File: config.mk
export PLATFORM = sky130hd
export DESIGN_NAME = wb_arbiter
export DESIGN_NICKNAME = d
export VERILOG_FILES = /design/src/rtl/wb_arbiter.sv
export SDC_FILE = /design/constraint.sdc
export NUM_CORES = 1
export LEC_CHECK = 0
export CORE_MARGIN = 10
export CORE_UTILIZATION = 35
export CTS_BUF_LIST = sky130_fd_sc_hd__clkbuf_2 sky130_fd_sc_hd__clkbuf_4 sky130_fd_sc_hd__clkbuf_8
export CTS_CLUSTER_DIAMETER = 150
export DETAILED_ROUTE_END_ITERATION = 8
export PLACE_DENSITY_LB_ADDON = 0.15
export SLEW_MARGIN = 5
export SYNTH_ARGS = -nofsm -noshare
export SYNTH_HDL_FRONTEND = slang
export SYNTH_SLANG_ARGS = --single-unit
File: constraint.sdc
create_clock -name clk -period 5.05 [get_ports clk]
set_clock_uncertainty 0.1 [all_clocks]
set_input_delay 1.2625 -clock clk [delete_from_list [all_inputs] [get_ports clk]]
set_output_delay 1.2625 -clock clk [all_outputs]
set_load 0.05 [all_outputs]
File: src/rtl/wb_arbiter.sv
// wb_arbiter: write-back merge of ALU results and FIFO-buffered loads; define WB_WAW_KILL_EN for WAW squash
module wb_arbiter #(
  parameter int N = 64,
  parameter int DEPTH = 4
) (
  input  logic                     clk,
  input  logic                     reset,
  input  logic                     alu_we,
  input  logic [4:0]               alu_wa,
  input  logic [N-1:0]             alu_wd,
  input  logic                     ld_valid,
  output logic                     ld_ready,
  input  logic [4:0]               ld_wa,
  input  logic [N-1:0]             ld_wd,
  output logic                     we3,
  output logic [4:0]               wa3,
  output logic [N-1:0]             wd3,
  output logic                     busy,
  output logic [$clog2(DEPTH):0]   count
);
  localparam int AW = $clog2(DEPTH);
  logic [4:0]    q_wa [DEPTH];
  logic [N-1:0]  q_wd [DEPTH];
  logic [AW-1:0] head, tail;
  logic          alu_eff, push, pop, head_live;
  assign alu_eff  = alu_we && alu_wa != 5'd31;
  assign ld_ready = count < (AW+1)'(DEPTH);
  assign push     = ld_valid && ld_ready && ld_wa != 5'd31;
  assign busy     = count != '0;
  assign pop      = !alu_eff && busy;
`ifdef WB_WAW_KILL_EN
  logic [DEPTH-1:0] live;
  assign head_live = live[head];
`else
  assign head_live = 1'b1;
`endif
  always_ff @(posedge clk) begin
    if (reset) begin
      we3   <= 1'b0;
      wa3   <= '0;
      wd3   <= '0;
      count <= '0;
      head  <= '0;
      tail  <= '0;
`ifdef WB_WAW_KILL_EN
      live  <= '0;
`endif
    end else begin
      we3 <= alu_eff || (pop && head_live);
      if (alu_eff) begin
        wa3 <= alu_wa;
        wd3 <= alu_wd;
      end else if (pop) begin
        wa3 <= q_wa[head];
        wd3 <= q_wd[head];
      end
      if (push) begin
        q_wa[tail] <= ld_wa;
        q_wd[tail] <= ld_wd;
        tail       <= tail + 1'b1;
      end
      if (pop) head <= head + 1'b1;
      count <= count + (AW+1)'(push) - (AW+1)'(pop);
`ifdef WB_WAW_KILL_EN
      for (int i = 0; i < DEPTH; i++)
        if (alu_eff && q_wa[i] == alu_wa) live[i] <= 1'b0;
      // a load arriving alongside a same-address ALU write is the older of the two
      if (push) live[tail] <= !(alu_eff && ld_wa == alu_wa);
`endif
    end
  end
endmodule

==> metrics list <==
- STA classifies the critical path startpoint as a flop.
* Post-placement setup slack: 1200 ps
- The pre-antenna-repair detailed-routing pass consisted of 4 iterations.
- The net count of the finished layout is 1189.
- Seq cells post-synth: 355
- Number of hold violations in the final report: 0
- Run status: finished clean
- H-tree depth reported by CTS: 2
- Synthesis handed over a netlist of 804 instances.
- Vertical extent of the die: 217 um
* Per-cell routed wire length: 21.0 um
- Across all layers, the routed design uses 7755 vias.
- Slew at the pin closest to its max-slew limit: 993 ps
- The first global-routing pass estimated 51300 um of wire.
* Most frequent standard cell in the layout excluding fill and tap cells: sky130_fd_sc_hd__edfxtp_1
* Clock slew seen by the registers of the worst setup and hold paths: 60 ps
- Leakage power total: 0.00578 uW
- The die covers 0.0470 sq mm.
- Violation count after the first detailed-routing iteration: 470
* Max IR drop VDD: 0.269 mV
- Summing every instance area after synthesis gives 0.0135 sq mm.
- Vias/cell: 4.83
* Distinct cells, synth: 30
- Power density relative to cell area: 471 mW/mm^2
- The internal power of the cells totals 5600 uW.
- After clock tree synthesis, the setup repair step added 0 buffers.
- The share of total power dissipated in the clock network is 0.310.
- Min setup slack post-route: 1640 ps
- Number of antenna violations at the first check in global routing: 7
- Counting the buffers created by CTS gives 59.
* Clock root cell: sky130_fd_sc_hd__clkbuf_8
- Largest buffer count on any clock path: 3
- Maximum net fanout on the critical path: 4
- Of the total power, registers draw 0.439.
- Max-slew violation total from the final report: 0
- Counting the fill cells in the layout gives 3353.
- Data on the critical path arrives at its endpoint at 2050 ps.
- Largest net degree at the start of global routing: 74
- Area of the multi-input gates: 0.00333 sq mm
- Final critical-path share of the clock period: 0.675
- 217 I/O pins were placed.
* Starting density of the core: 0.357
* Global-route usage over all layers: 0.142
- In this run the worst hold path is classified as flop to flop.
- Headroom to the max-slew limit came out at 0.338.
- Each instance of the synthesized netlist takes up on average 16.8 sq um.
- STA classifies the critical path endpoint as an output port.
- In the final layout, the share of cells above drive strength 1 is 0.181.
- For this run, the register share of the synthesized area comes to 0.729.
- Setup violations remaining at the end of the flow were counted as 0.
* Switching share of power: 0.317
- The HPWL after detailed placement is 19800 um.
- Crit path kind: flop to output port
- Post-Syn Nets: 953
- In the routed design, unresolved DRC markers number 0.
- Data required time of the critical path: 3690 ps
- Highest achievable clock rate: 293 MHz
- In this run the power spent charging and discharging nets is 2600 uW.
* PostCTS Resize Cnt: 0
* Combinational share of power: 0.251
* CTS tree: built
* Seq. cell area: 0.00988 sq mm
- Counting I/O delays and the setup requirement, the final critical path takes 3410 ps.
* Fin Setup TNS: 0 ps
* Leftover overflow at the end of global routing: 0
* Clock latency of the later-clocked register in the worst-skew pair: 640 ps
* Routability congestion estimate from global placement: 0.690
* Synth warn: 0
- The count of nets left with antenna violations once routing finished came out at 0.
* Number of global-route vias before repair: 8386
- From left edge to right edge, the die measures 217 um.
- The floorplan step defined a core boundary enclosing 0.0379 sq mm.
- Setup repair after global routing left no endpoint under its margin.
* Count of input and output buffers: 216
- The clock drives 355 sinks.
* Final Total Pwr: 8200 uW
* Top library cells by usage in the layout, fill and taps aside: 276 x sky130_fd_sc_hd__edfxtp_1, 215 x sky130_fd_sc_hd__clkdlybuf4s50_1, 77 x sky130_fd_sc_hd__dfxtp_1
- Max-capacitance violation count: 0
- The initialized floorplan defines 71 standard-cell rows.
- Relative to the synthesized area, the layout overhead comes to 28.7%.
- Post-cts hold buffer count: 0
- The final layout contains routed wiring with a total length of 33600 um.
-- worst max-delay path: stages (launching register included) --
cell and delay [ps]:
sky130_fd_sc_hd__dfxtp_1 460, sky130_fd_sc_hd__nor3_4 80, sky130_fd_sc_hd__inv_2 70, sky130_fd_sc_hd__clkdlybuf4s50_1 800
-- state kept, by name (all words and copies together), names as in the netlist, named ones only --
| register | count |
|---|---|
| count | 3 |
| head | 2 |
| q_wa | 20 |
| q_wd | 256 |
| tail | 2 |
| wa3 | 5 |
| wd3 | 64 |
| we3 | 1 |
-- cell type report --
cell class,count,share of cell area
Sequential cell,355,0.567
Multi-Input combinational cell,381,0.191
Timing Repair Buffer,230,0.133
Clock buffer,90,0.0632
Tap cell,511,0.0367
Clock inverter,22,0.00646
Inverter,13,0.00280
Antenna cell,2,0.000287
-- routing by layer --
layer	vias to the layer above	track usage	wire length [um]
met3	66	0.0475	2280
met1	3851	0.180	14800
met2	219	0.228	15900
met4	10	0.0387	599
met5	-	0	62
li1	3609	-	-
-- cell usage after synthesis --
cell	count	area, sq um
sky130_fd_sc_hd__inv_2	1	3.75
sky130_fd_sc_hd__buf_6	6	67.6
sky130_fd_sc_hd__a211oi_2	10	125
sky130_fd_sc_hd__dfxtp_1	79	1580
sky130_fd_sc_hd__nor3_2	1	10.0
sky130_fd_sc_hd__buf_4	1	7.51
sky130_fd_sc_hd__xnor2_1	3	26.3
sky130_fd_sc_hd__o21ai_1	1	5.00
sky130_fd_sc_hd__or3_1	2	12.5
sky130_fd_sc_hd__mux4_2	60	1350
sky130_fd_sc_hd__a221oi_1	5	43.8
sky130_fd_sc_hd__clkbuf_1	9	33.8
sky130_fd_sc_hd__edfxtp_1	276	8290
sky130_fd_sc_hd__a21oi_1	74	370
sky130_fd_sc_hd__inv_1	12	45.0
sky130_fd_sc_hd__a211oi_1	54	405
sky130_fd_sc_hd__buf_2	30	150
sky130_fd_sc_hd__clkbuf_4	1	7.51
sky130_fd_sc_hd__ha_1	6	75.1
sky130_fd_sc_hd__nor2_1	68	255
sky130_fd_sc_hd__and2_1	4	25.0
sky130_fd_sc_hd__buf_12	2	40.0
sky130_fd_sc_hd__mux4_1	9	236
sky130_fd_sc_hd__nor2b_1	3	18.8
sky130_fd_sc_hd__nand2_1	74	278
sky130_fd_sc_hd__nand3_1	2	10.0
sky130_fd_sc_hd__fa_1	1	20.0
sky130_fd_sc_hd__buf_1	6	22.5
sky130_fd_sc_hd__o21ai_0	2	10.0
sky130_fd_sc_hd__o21a_1	2	15.0
-- through the flow --
step	hold slack, ps	util	instances	area, sq um
after floorplan	359	-	804	13500
after global placement	357	0.427	1490	16200
after detailed placement	376	0.427	1490	16200
after CTS	388	0.459	1602	17400
after global routing	417	0.459	1602	17400
final	387	0.459	1604	17400
-- kinds of logic (layout without fill, tap and decap cells) --
group / after synthesis / count (layout) / synth area share
flops: 355 / 355 / 0.729
simple gates: 154 / 154 / 0.0450
compound gates: 148 / 148 / 0.0720
mux: 69 / 69 / 0.117
buf+inv: 68 / 355 / 0.0279
fa+ha+maj: 7 / 7 / 0.00702
xor+xnor: 3 / 3 / 0.00194
other cells: 0 / 2 / 0
-- final timing paths --
check / slack, ps / end / depth (start not counted) / from
worst max register to register: 2010 / count[2]$_SDFF_PP0_ / 10 / count[1]$_SDFF_PP0_
worst max-delay path: 1640 / busy / 3 / count[1]$_SDFF_PP0_
worst min-delay path: 390 / flop / 2 / head[1]$_SDFFE_PP0P_
worst min register to register: 390 / flop / 2 / head[1]$_SDFFE_PP0P_
-- power by group through the flow --
| stage | Sequential, uW | Combinational [uW] | Clock, uW |
|---|---|---|---|
| finish | 3600 | 2060 | 2540 |
| global route | 3640 | 2220 | 2790 |
| CTS | 3610 | 2110 | 2640 |
| detailed placement | 3670 | 2110 | 0 |
| global placement | 3670 | 2110 | 0 |
| floorplan | 3970 | 1070 | 0 |
No activity file was read; power rests on OpenSTA's default activity.
